File: config.mk
export PLATFORM = sky130hd
export DESIGN_NAME = mdio_phy_slave_flat
export DESIGN_NICKNAME = d
export VERILOG_FILES = /design/src/rtl/mdio_pkg.sv /design/src/rtl/mdio_phy_slave_if.sv /design/src/rtl/mdc_sync.sv /design/src/rtl/mdio_phy_slave.sv /design/src/flat_wrapper.sv
export SDC_FILE = /design/constraint.sdc
export NUM_CORES = 1
export LEC_CHECK = 0
export BUFFER_PORTS_ARGS = -buffer_cell sky130_fd_sc_hd__buf_2
export CAP_MARGIN = 0
export CELL_PAD_IN_SITES_DETAIL_PLACEMENT = 2
export CELL_PAD_IN_SITES_GLOBAL_PLACEMENT = 2
export CORE_ASPECT_RATIO = 1.75
export CORE_UTILIZATION = 30
export CTS_CLUSTER_DIAMETER = 60
export DETAILED_ROUTE_END_ITERATION = 16
export PLACE_DENSITY = 0.76
export REMOVE_ABC_BUFFERS = 1
export SETUP_SLACK_MARGIN = 0.15
export SLEW_MARGIN = 5
export SYNTH_ARGS = -nofsm -noshare
export SYNTH_HDL_FRONTEND = slang
export SYNTH_SLANG_ARGS = --single-unit
export TNS_END_PERCENT = 10
File: constraint.sdc
create_clock -name CLK -period 2.8 [get_ports CLK]
set_input_delay 0 -clock CLK [delete_from_list [all_inputs] [get_ports CLK]]
set_output_delay 0 -clock CLK [all_outputs]
set_load 0.02 [all_outputs]
File: src/rtl/mdio_pkg.sv
// mdio_pkg: shared types and constants for the Clause 22 MDIO PHY responder.
// Frame state enum, opcode values and field widths.
package mdio_pkg;
  localparam int PHYAD_W = 5;
  localparam int REGAD_W = 5;
  localparam int DATA_W  = 16;

  localparam logic [1:0] OP_READ  = 2'b10;
  localparam logic [1:0] OP_WRITE = 2'b01;

  typedef enum logic [2:0] {
    IDLE,
    ST,
    OP,
    PHYAD,
    REGAD,
    TA,
    WDATA,
    RDATA
  } state_e;
endpackage

File: src/rtl/mdio_phy_slave_if.sv
// mdio_phy_slave_if: MDIO pins (MDC, MDIO_O in; MDIO_I, MDIO_PHY_TN out)
// plus the strobe register port (REG_ADDR/WDATA/WR/RD out, REG_RDATA in).
interface mdio_phy_slave_if;
  import mdio_pkg::*;

  logic                MDIO_MDC;
  logic                MDIO_O;
  logic                MDIO_I;
  logic                MDIO_PHY_TN;
  logic [REGAD_W-1:0]  REG_ADDR;
  logic [DATA_W-1:0]   REG_WDATA;
  logic                REG_WR;
  logic                REG_RD;
  logic [DATA_W-1:0]   REG_RDATA;

  modport slave (
    input  MDIO_MDC, MDIO_O, REG_RDATA,
    output MDIO_I, MDIO_PHY_TN, REG_ADDR,
    output REG_WDATA, REG_WR, REG_RD
  );

  modport master (
    output MDIO_MDC, MDIO_O, REG_RDATA,
    input  MDIO_I, MDIO_PHY_TN, REG_ADDR,
    input  REG_WDATA, REG_WR, REG_RD
  );
endinterface

File: src/rtl/mdc_sync.sv
// mdc_sync: 2-flop synchronizers for MDC/MDIO_O and MDC rising-edge tick.
// Ports: i_clk, i_rst_n, i_mdc, i_mdo in; o_tick, o_mdo out.
module mdc_sync (
  input  logic i_clk,
  input  logic i_rst_n,
  input  logic i_mdc,
  input  logic i_mdo,
  output logic o_tick,
  output logic o_mdo
);
  logic [2:0] r_mdc;
  logic [1:0] r_mdo;

  // Reset to 1s so an MDC already high at reset release is not a rise.
  always_ff @(posedge i_clk or negedge i_rst_n) begin
    if (!i_rst_n) begin
      r_mdc <= 3'b111;
      r_mdo <= 2'b11;
    end else begin
      r_mdc <= {r_mdc[1:0], i_mdc};
      r_mdo <= {r_mdo[0], i_mdo};
    end
  end

  assign o_tick = r_mdc[1] & ~r_mdc[2];
  assign o_mdo  = r_mdo[1];
endmodule

File: src/rtl/mdio_phy_slave.sv
// mdio_phy_slave: Clause 22 MDIO responder, decodes frames for PHY_ADDR.
// Ports: CLK, RSTN (async low), bus (mdio_phy_slave_if.slave).
module mdio_phy_slave
  import mdio_pkg::*;
#(
  parameter logic [PHYAD_W-1:0] PHY_ADDR = 5'd0,
  parameter int PREAMBLE_LEN = 32
) (
  input  logic CLK,
  input  logic RSTN,
  mdio_phy_slave_if.slave bus
);
  localparam logic [5:0] PRE = 6'(PREAMBLE_LEN);

  logic w_tick;
  logic w_mdo;

  state_e              r_state, w_state_n;
  logic [4:0]          r_bit, w_bit_n;
  logic [5:0]          r_ones, w_ones_n;
  logic [DATA_W-2:0]   r_sr, w_sr_n;
  logic [1:0]          r_op, w_op_n;
  logic [DATA_W-1:0]   r_out, w_out_n;
  logic                r_rd_d1;
  logic                r_mdio_i, w_mdio_i_n;
  logic                r_tn, w_tn_n;
  logic [REGAD_W-1:0]  r_addr, w_addr_n;
  logic [DATA_W-1:0]   r_wdata, w_wdata_n;
  logic                r_wr, w_wr_n;
  logic                r_rd, w_rd_n;

  mdc_sync u_sync (
    .i_clk   (CLK),
    .i_rst_n (RSTN),
    .i_mdc   (bus.MDIO_MDC),
    .i_mdo   (bus.MDIO_O),
    .o_tick  (w_tick),
    .o_mdo   (w_mdo)
  );

  always_ff @(posedge CLK or negedge RSTN) begin
    if (!RSTN) begin
      r_state  <= IDLE;
      r_bit    <= '0;
      r_ones   <= '0;
      r_sr     <= '0;
      r_op     <= '0;
      r_out    <= '0;
      r_rd_d1  <= 1'b0;
      r_mdio_i <= 1'b1;
      r_tn     <= 1'b1;
      r_addr   <= '0;
      r_wdata  <= '0;
      r_wr     <= 1'b0;
      r_rd     <= 1'b0;
    end else begin
      r_state  <= w_state_n;
      r_bit    <= w_bit_n;
      r_ones   <= w_ones_n;
      r_sr     <= w_sr_n;
      r_op     <= w_op_n;
      r_out    <= w_out_n;
      r_rd_d1  <= r_rd;
      r_mdio_i <= w_mdio_i_n;
      r_tn     <= w_tn_n;
      r_addr   <= w_addr_n;
      r_wdata  <= w_wdata_n;
      r_wr     <= w_wr_n;
      r_rd     <= w_rd_n;
    end
  end

  always_comb begin
    w_state_n  = r_state;
    w_bit_n    = r_bit;
    w_ones_n   = r_ones;
    w_sr_n     = r_sr;
    w_op_n     = r_op;
    w_out_n    = r_out;
    w_mdio_i_n = r_mdio_i;
    w_tn_n     = r_tn;
    w_addr_n   = r_addr;
    w_wdata_n  = r_wdata;
    w_wr_n     = 1'b0;
    w_rd_n     = 1'b0;
    // Register file answers two CLK after the read strobe.
    if (r_rd_d1) w_out_n = bus.REG_RDATA;
    if (w_tick) begin
      w_sr_n  = {r_sr[DATA_W-3:0], w_mdo};
      w_bit_n = r_bit + 5'd1;
      unique case (r_state)
        IDLE: begin
          w_bit_n = '0;
          if (w_mdo) begin
            if (r_ones != PRE) w_ones_n = r_ones + 6'd1;
          end else if (r_ones == PRE) begin
            w_state_n = ST;
            w_ones_n  = '0;
          end else begin
            w_ones_n = '0;
          end
        end
        ST: begin
          w_bit_n   = '0;
          w_state_n = w_mdo ? OP : IDLE;
        end
        OP: if (r_bit == 5'd1) begin
          w_bit_n   = '0;
          w_op_n    = {r_sr[0], w_mdo};
          w_state_n = ({r_sr[0], w_mdo} == OP_READ ||
                       {r_sr[0], w_mdo} == OP_WRITE) ? PHYAD : IDLE;
        end
        PHYAD: if (r_bit == 5'd4) begin
          w_bit_n   = '0;
          w_state_n = ({r_sr[3:0], w_mdo} == PHY_ADDR) ? REGAD : IDLE;
        end
        REGAD: if (r_bit == 5'd4) begin
          w_bit_n   = '0;
          w_addr_n  = {r_sr[3:0], w_mdo};
          w_rd_n    = (r_op == OP_READ);
          w_state_n = TA;
        end
        TA: if (r_bit == 5'd1) begin
          w_bit_n = '0;
          if (r_op == OP_READ) begin
            w_tn_n     = 1'b0;
            w_mdio_i_n = 1'b0;
            w_state_n  = RDATA;
          end else begin
            w_state_n = WDATA;
          end
        end
        WDATA: if (r_bit == 5'd15) begin
          w_bit_n   = '0;
          w_wdata_n = {r_sr, w_mdo};
          w_wr_n    = 1'b1;
          w_state_n = IDLE;
        end
        RDATA: if (r_bit == 5'd16) begin
          w_bit_n    = '0;
          w_tn_n     = 1'b1;
          w_mdio_i_n = 1'b1;
          w_state_n  = IDLE;
        end else begin
          w_mdio_i_n = r_out[DATA_W-1];
          w_out_n    = {r_out[DATA_W-2:0], 1'b0};
        end
        default: begin
          w_bit_n   = '0;
          w_state_n = IDLE;
        end
      endcase
    end
  end

  assign bus.MDIO_I      = r_mdio_i;
  assign bus.MDIO_PHY_TN = r_tn;
  assign bus.REG_ADDR    = r_addr;
  assign bus.REG_WDATA   = r_wdata;
  assign bus.REG_WR      = r_wr;
  assign bus.REG_RD      = r_rd;
endmodule

File: src/flat_wrapper.sv
// flat-port wrapper written by rule: the top's interface ports become plain ports
module mdio_phy_slave_flat import mdio_pkg::*;
#(
  parameter logic [PHYAD_W-1:0] PHY_ADDR = 5'd0,
  parameter int PREAMBLE_LEN = 32
)
  (CLK, RSTN, bus_MDIO_MDC, bus_MDIO_O, bus_REG_RDATA, bus_MDIO_I, bus_MDIO_PHY_TN, bus_REG_ADDR, bus_REG_WDATA, bus_REG_WR, bus_REG_RD);
  mdio_phy_slave_if bus_i ();
  input  logic CLK;
  input  logic RSTN;
  input wire logic [$bits(bus_i.MDIO_MDC)-1:0] bus_MDIO_MDC;
  input wire logic [$bits(bus_i.MDIO_O)-1:0] bus_MDIO_O;
  input wire logic [$bits(bus_i.REG_RDATA)-1:0] bus_REG_RDATA;
  output wire logic [$bits(bus_i.MDIO_I)-1:0] bus_MDIO_I;
  output wire logic [$bits(bus_i.MDIO_PHY_TN)-1:0] bus_MDIO_PHY_TN;
  output wire logic [$bits(bus_i.REG_ADDR)-1:0] bus_REG_ADDR;
  output wire logic [$bits(bus_i.REG_WDATA)-1:0] bus_REG_WDATA;
  output wire logic [$bits(bus_i.REG_WR)-1:0] bus_REG_WR;
  output wire logic [$bits(bus_i.REG_RD)-1:0] bus_REG_RD;
  assign bus_i.MDIO_MDC = bus_MDIO_MDC;
  assign bus_i.MDIO_O = bus_MDIO_O;
  assign bus_i.REG_RDATA = bus_REG_RDATA;
  assign bus_MDIO_I = bus_i.MDIO_I;
  assign bus_MDIO_PHY_TN = bus_i.MDIO_PHY_TN;
  assign bus_REG_ADDR = bus_i.REG_ADDR;
  assign bus_REG_WDATA = bus_i.REG_WDATA;
  assign bus_REG_WR = bus_i.REG_WR;
  assign bus_REG_RD = bus_i.REG_RD;
  mdio_phy_slave #(.PHY_ADDR(PHY_ADDR), .PREAMBLE_LEN(PREAMBLE_LEN)) u_core (.CLK(CLK), .RSTN(RSTN), .bus(bus_i));
endmodule
== After elaboration in Yosys (flattened, before gate mapping) ==
Index checks and enable logic that the tools add are counted.

* Reductions and logical operators: 14
* Mux-type cells: 36
* Add/sub/neg operators: 2
* Equality and inequality tests: 26
* Bitwise logic cells: 2

{| class="wikitable"
|+ Operators by type and width
! cell !! number
|-
| $mux W16 || 4
|-
| $mux W3 || 9
|-
| $pmux W5 S5 || 1
|-
| $pmux W3 S8 || 1
|-
| $mux W5 || 4
|-
| $ne A2 B1 Y1 const B || 9
|-
| $eq A3 B3 Y1 const B || 4
|-
| $mux W6 || 2
|-
| $reduce_and A3 Y1 || 4
|-
| $mux W1 || 11
|-
| $reduce_and A9 Y1 || 1
|-
| $add A6 B1 Y6 const B || 1
|-
| $eq A3 B2 Y1 const B || 2
|-
| $eq A6 B6 Y1 const B || 1
|-
| $ne A6 B6 Y1 const B || 1
|-
| $reduce_or A2 Y1 || 3
|-
| $add A5 B1 Y5 const B || 1
|-
| $eq A5 B1 Y1 const B || 1
|-
| $eq A5 B3 Y1 const B || 1
|-
| $eq A5 B4 Y1 const B || 1
|-
| $eq A5 B5 Y1 const B || 1
|-
| $logic_not A5 Y1 || 1
|-
| $reduce_and A5 Y1 || 1
|-
| $eq A2 B2 Y1 const B || 2
|-
| 11 further kinds || 13
|}

* Input port bits: 20
* Output and inout bits: 25
* Bits in registers: 78

== Depth between registers and ports, before layout ==
* Depth in word-level cells: 5
* Depth in mapped cells: 8
* Depth with buffers taken out: 7

== Hierarchy ==
A second synthesis with hierarchy kept.

* Cells, all modules: 295
* Area, all modules: 3469.6 um^2

{| class="wikitable"
|+ By module, submodules not included
! module !! area an instance (um^2) !! seq. area each (um^2) !! cells an instance !! times used
|-
| mdio_phy_slave || 3324.4 || 1829.3 || 289 || 1
|-
| mdc_sync || 145.1 || 131.4 || 6 || 1
|}

== Least setup slack after synthesis ==
Ideal clock, no wire load.

* Path kind: register to register
* From: register u_core.r_bit[0]
* To: register u_core.r_state[0]
* Arrival: 1980 ps
* Period minus slack after synthesis: 2107 ps
* Buffers on the path: 1
* Cell stages (with the launch flop): 9
* Required time: 2672 ps
* Path slack: 693 ps
* Cell sequence: dfrtp_1 inv_1 ha_1 and4bb_1 or2_1 or3b_1 buf_2 a2111oi_4 mux2_1

* Cells in the longest elaborated chain, start to end: 3
* Elaborated cells between the ends (all ways): 11
* Those cells by class: eq/ne: 10; reduce/logical: 1

{| class="wikitable"
|+ RTL lines
! what !! line !! source
|-
| start: declaration || mdio_phy_slave.sv:19 || <nowiki>logic [4:0] r_bit, w_bit_n;</nowiki>
|-
| start signal: assignment || mdio_phy_slave.sv:58 || <nowiki>r_bit <= w_bit_n;</nowiki>
|-
| $eq A5 B5 Y1, or another cell as far along || mdio_phy_slave.sv:139 || <nowiki>RDATA: if (r_bit == 5'd16) begin</nowiki>
|-
| $ne A2 B1 Y1 (no source line) || - ||
|-
| $reduce_and A9 Y1 (no source line) * || - ||
|-
| end signal: assignment || mdio_phy_slave.sv:57 || <nowiki>r_state <= w_state_n;</nowiki>
|-
| end: declaration || mdio_phy_slave.sv:18 || <nowiki>state_e r_state, w_state_n;</nowiki>
|}

Every way passes the cells marked *; elsewhere a longest branch is shown, timed or not.
A chain may end at the register's enable or synchronous reset.

== Worst setup path after layout ==
Same ends and word-level chain as after synthesis.

==> results.toml <==
[grt]
grt_pass1_wl_microns = 13900
grt_overflow_total = 0
grt_usage_pct = 14.8
grt_pass1_vias = 2857
grt_max_degree = 79
grt_antenna_before_repair = 0

[detailed_routing]
drtPass1Iterations = 4
route.detailed.drc = 0
routedWlPerCell_microns = 15.6
avgViaCountPerCell = 4.95
drtIter0Drc = 143
num_vias = 2633
routed_wl_microns = 8300
ant_nets = 0

[worst_setup_path]
cp_top_family = "simple AND/OR/NAND/NOR gates"
startpoint_type = "register"
arrival_ns = 2.53
critPathKind = "register to register"
worstPathCellList = "inv_1 -> ha_1 -> and4bb_1 -> or2_1 -> or3b_1 -> a2111oi_4 -> mux2_1"
max_stage_delay_ns = 0.48
worstSetupEndpointType = "register"
cp.required_ns = 3.01
critPathMaxFanout = 6
slowest_stage = "or3b_1"
worst-path-buf-inv = 1

[timing]
slew_viol_final = 0
skew_ns = 0.0109
rsz0062_at_grt = "false"
period_minus_slack_ns = 2.31
tightest_slew_ns = 1.01
max_slew_margin_pct = 32.8
finalCritPeriodShare_pct = 82.6
hold_viol = 0
setup_viol = 0
finalSetupTns_ns = 0
fmax_mhz = 432

[placed_design]
io_buffer_count = 44
dp_hpwl_microns = 5650
gp_congestion = 0.732
dpl.cell_count = 497
placed_area_sq_mm = 0.00385

[finish]
fin_nets = 423
diodes = 0
syn_to_final_growth_pct = 24.1
final_cell_mix = "nand2_1, dfrtp_1, buf_2, o21ai_0, mux2_2"
final_common_cell = "nand2_1"
layout-drive-gt1-share_pct = 24.5
final_cell_area_sq_mm = 0.00432
finish.utilization_pct = 38.5
final_cells = 532

[clock_tree]
numClockSinks = 78
clk_pin_slew_ns = 0.06
cts_made_buffers = 9
clkLatencyLatePin_ns = 0.34
root_buffer = "clkbuf_16"
clock_path_buffers = 2
htree_num_levels = 3
cts_tree = "done"

[die]
die_h_microns = 145
fp.coreArea_sq_mm = 0.0112
ios = 45
die_x_microns = 83.4
die-area_sq_mm = 0.0121
rows = 51
start_util_pct = 31.0

[worst_hold_path]
hold_class = "primary input to register"

[outcome]
outcome = "finished clean"

[synthesis]
syn_inst = 332
yosys.cell_types.count = 40
syn_area_per_cell_sq_um = 10.5
ys.flop_type = "dfrtp_1"
synth_seq_cells = 78
ys_async_sr_fraction_pct = 100
synth.cell_area_sq_mm = 0.00348
synth_edf_count = 0
ys_seq_area_share_pct = 56.3
yosys_warnings = 0

[pwr]
p_total_mw = 2.53
cellPowerDensity_mw_per_mm2 = 586
leakage_nw = 1.96
peakVddDrop_mv = 0.393

[flow_run]
cap_violations = 0
==> flip-flops by register name, summed over array words and instances, names as in the netlist <==
name	flops
u_core.bus.REG_WDATA	16
u_core.r_state	3
u_core.u_sync.r_mdc	3
u_core.r_op	2
u_core.u_sync.r_mdo	2
u_core.bus.MDIO_I	1
u_core.bus.MDIO_PHY_TN	1
u_core.bus.REG_ADDR	5
u_core.r_out	16
u_core.r_rd_d1	1
u_core.r_ones	6
u_core.bus.REG_RD	1
u_core.bus.REG_WR	1
u_core.r_bit	5
u_core.r_sr	15
==> layer usage <==
metal,vias up,wire (microns),GRT usage [%]
li1,1255,-,-
met5,-,0,0
met1,1332,3400,16.3
met4,0,137,6.24
met2,35,4540,27.2
met3,11,224,3.31
==> through the flow <==
stage | hold slack (ns) | setup WS [ns]
2_1_floorplan | -0.296 | 0.312
3_3_place_gp | 0.105 | 0.587
3_5_place_dp | 0.106 | 0.478
4_1_cts | 0.287 | 0.464
5_1_grt | 0.294 | 0.326
6_report | 0.299 | 0.487
==> synthesized netlist by cell type, drive strengths merged, types with 6 or more instances <==
cell type / count / area (sq um)
dfstp: 7 / 184
nand2: 79 / 297
nand3: 8 / 40.0
clkbuf: 11 / 41.3
buf: 6 / 27.5
inv: 10 / 37.5
mux2i: 19 / 190
dfrtp: 71 / 1780
o21ai: 32 / 160
nor2: 16 / 62.6
mux2: 22 / 248
ha: 8 / 100
nor3: 6 / 30.0
a21oi: 8 / 40.0
==> what timing repair did <==
item	4_1_cts	5_1_grt
setup buffers	0	0
endpoints found under the hold margin	89	0
gates resized for setup	0	0
hold buffers	19	0
==> path summary, 6_finish.rpt <==
check | startpoint | endpoint | slack (ns) | cells after the start
setup / recovery | u_core.r_bit[0] | u_core.r_state[0] | 0.49 | 7
hold / removal | bus_MDIO_MDC | u_core.u_sync.r_mdc[0] | 0.30 | 2
setup reg to reg | u_core.r_bit[0] | u_core.r_state[0] | 0.49 | 7
hold reg to reg | u_core.u_sync.r_mdc[0] | u_core.u_sync.r_mdc[1] | 0.36 | 0
max in group asynchronous | RSTN | u_core.bus.REG_WDATA[6] | 1.78 | 2
min in group asynchronous | RSTN | u_core.r_ones[5] | 0.38 | 2
==> cell type report <==
type / instances / area, sq um
multi-input combinational: 226 / 1410
clock inverter: 6 / 45.0
inverter: 11 / 41.3
tap: 132 / 165
clock buffer: 10 / 239
fill: 1220 / 6910
sequential: 78 / 1960
timing repair buffer: 69 / 458
==> power by group <==
part           internal (mW)  total (mW)  switching, mW  leakage, nW
clock network          0.627        1.10          0.474        0.131
logic                 0.0717       0.167         0.0954        0.864
registers               1.19        1.26         0.0695        0.969
total                   1.89        2.53          0.639         1.96
==> cells by family after synthesis <==
| group | synth area share [%] |
|---|---|
| and+or+nand+nor | 16.9 |
| buffers and inverters | 3.16 |
| AOI/OAI and AO/OA | 8.23 |
| DFF | 56.3 |
| adders and majority gates | 2.87 |
| muxes | 12.6 |
Note: power is estimated with default switching activity, not from simulation.
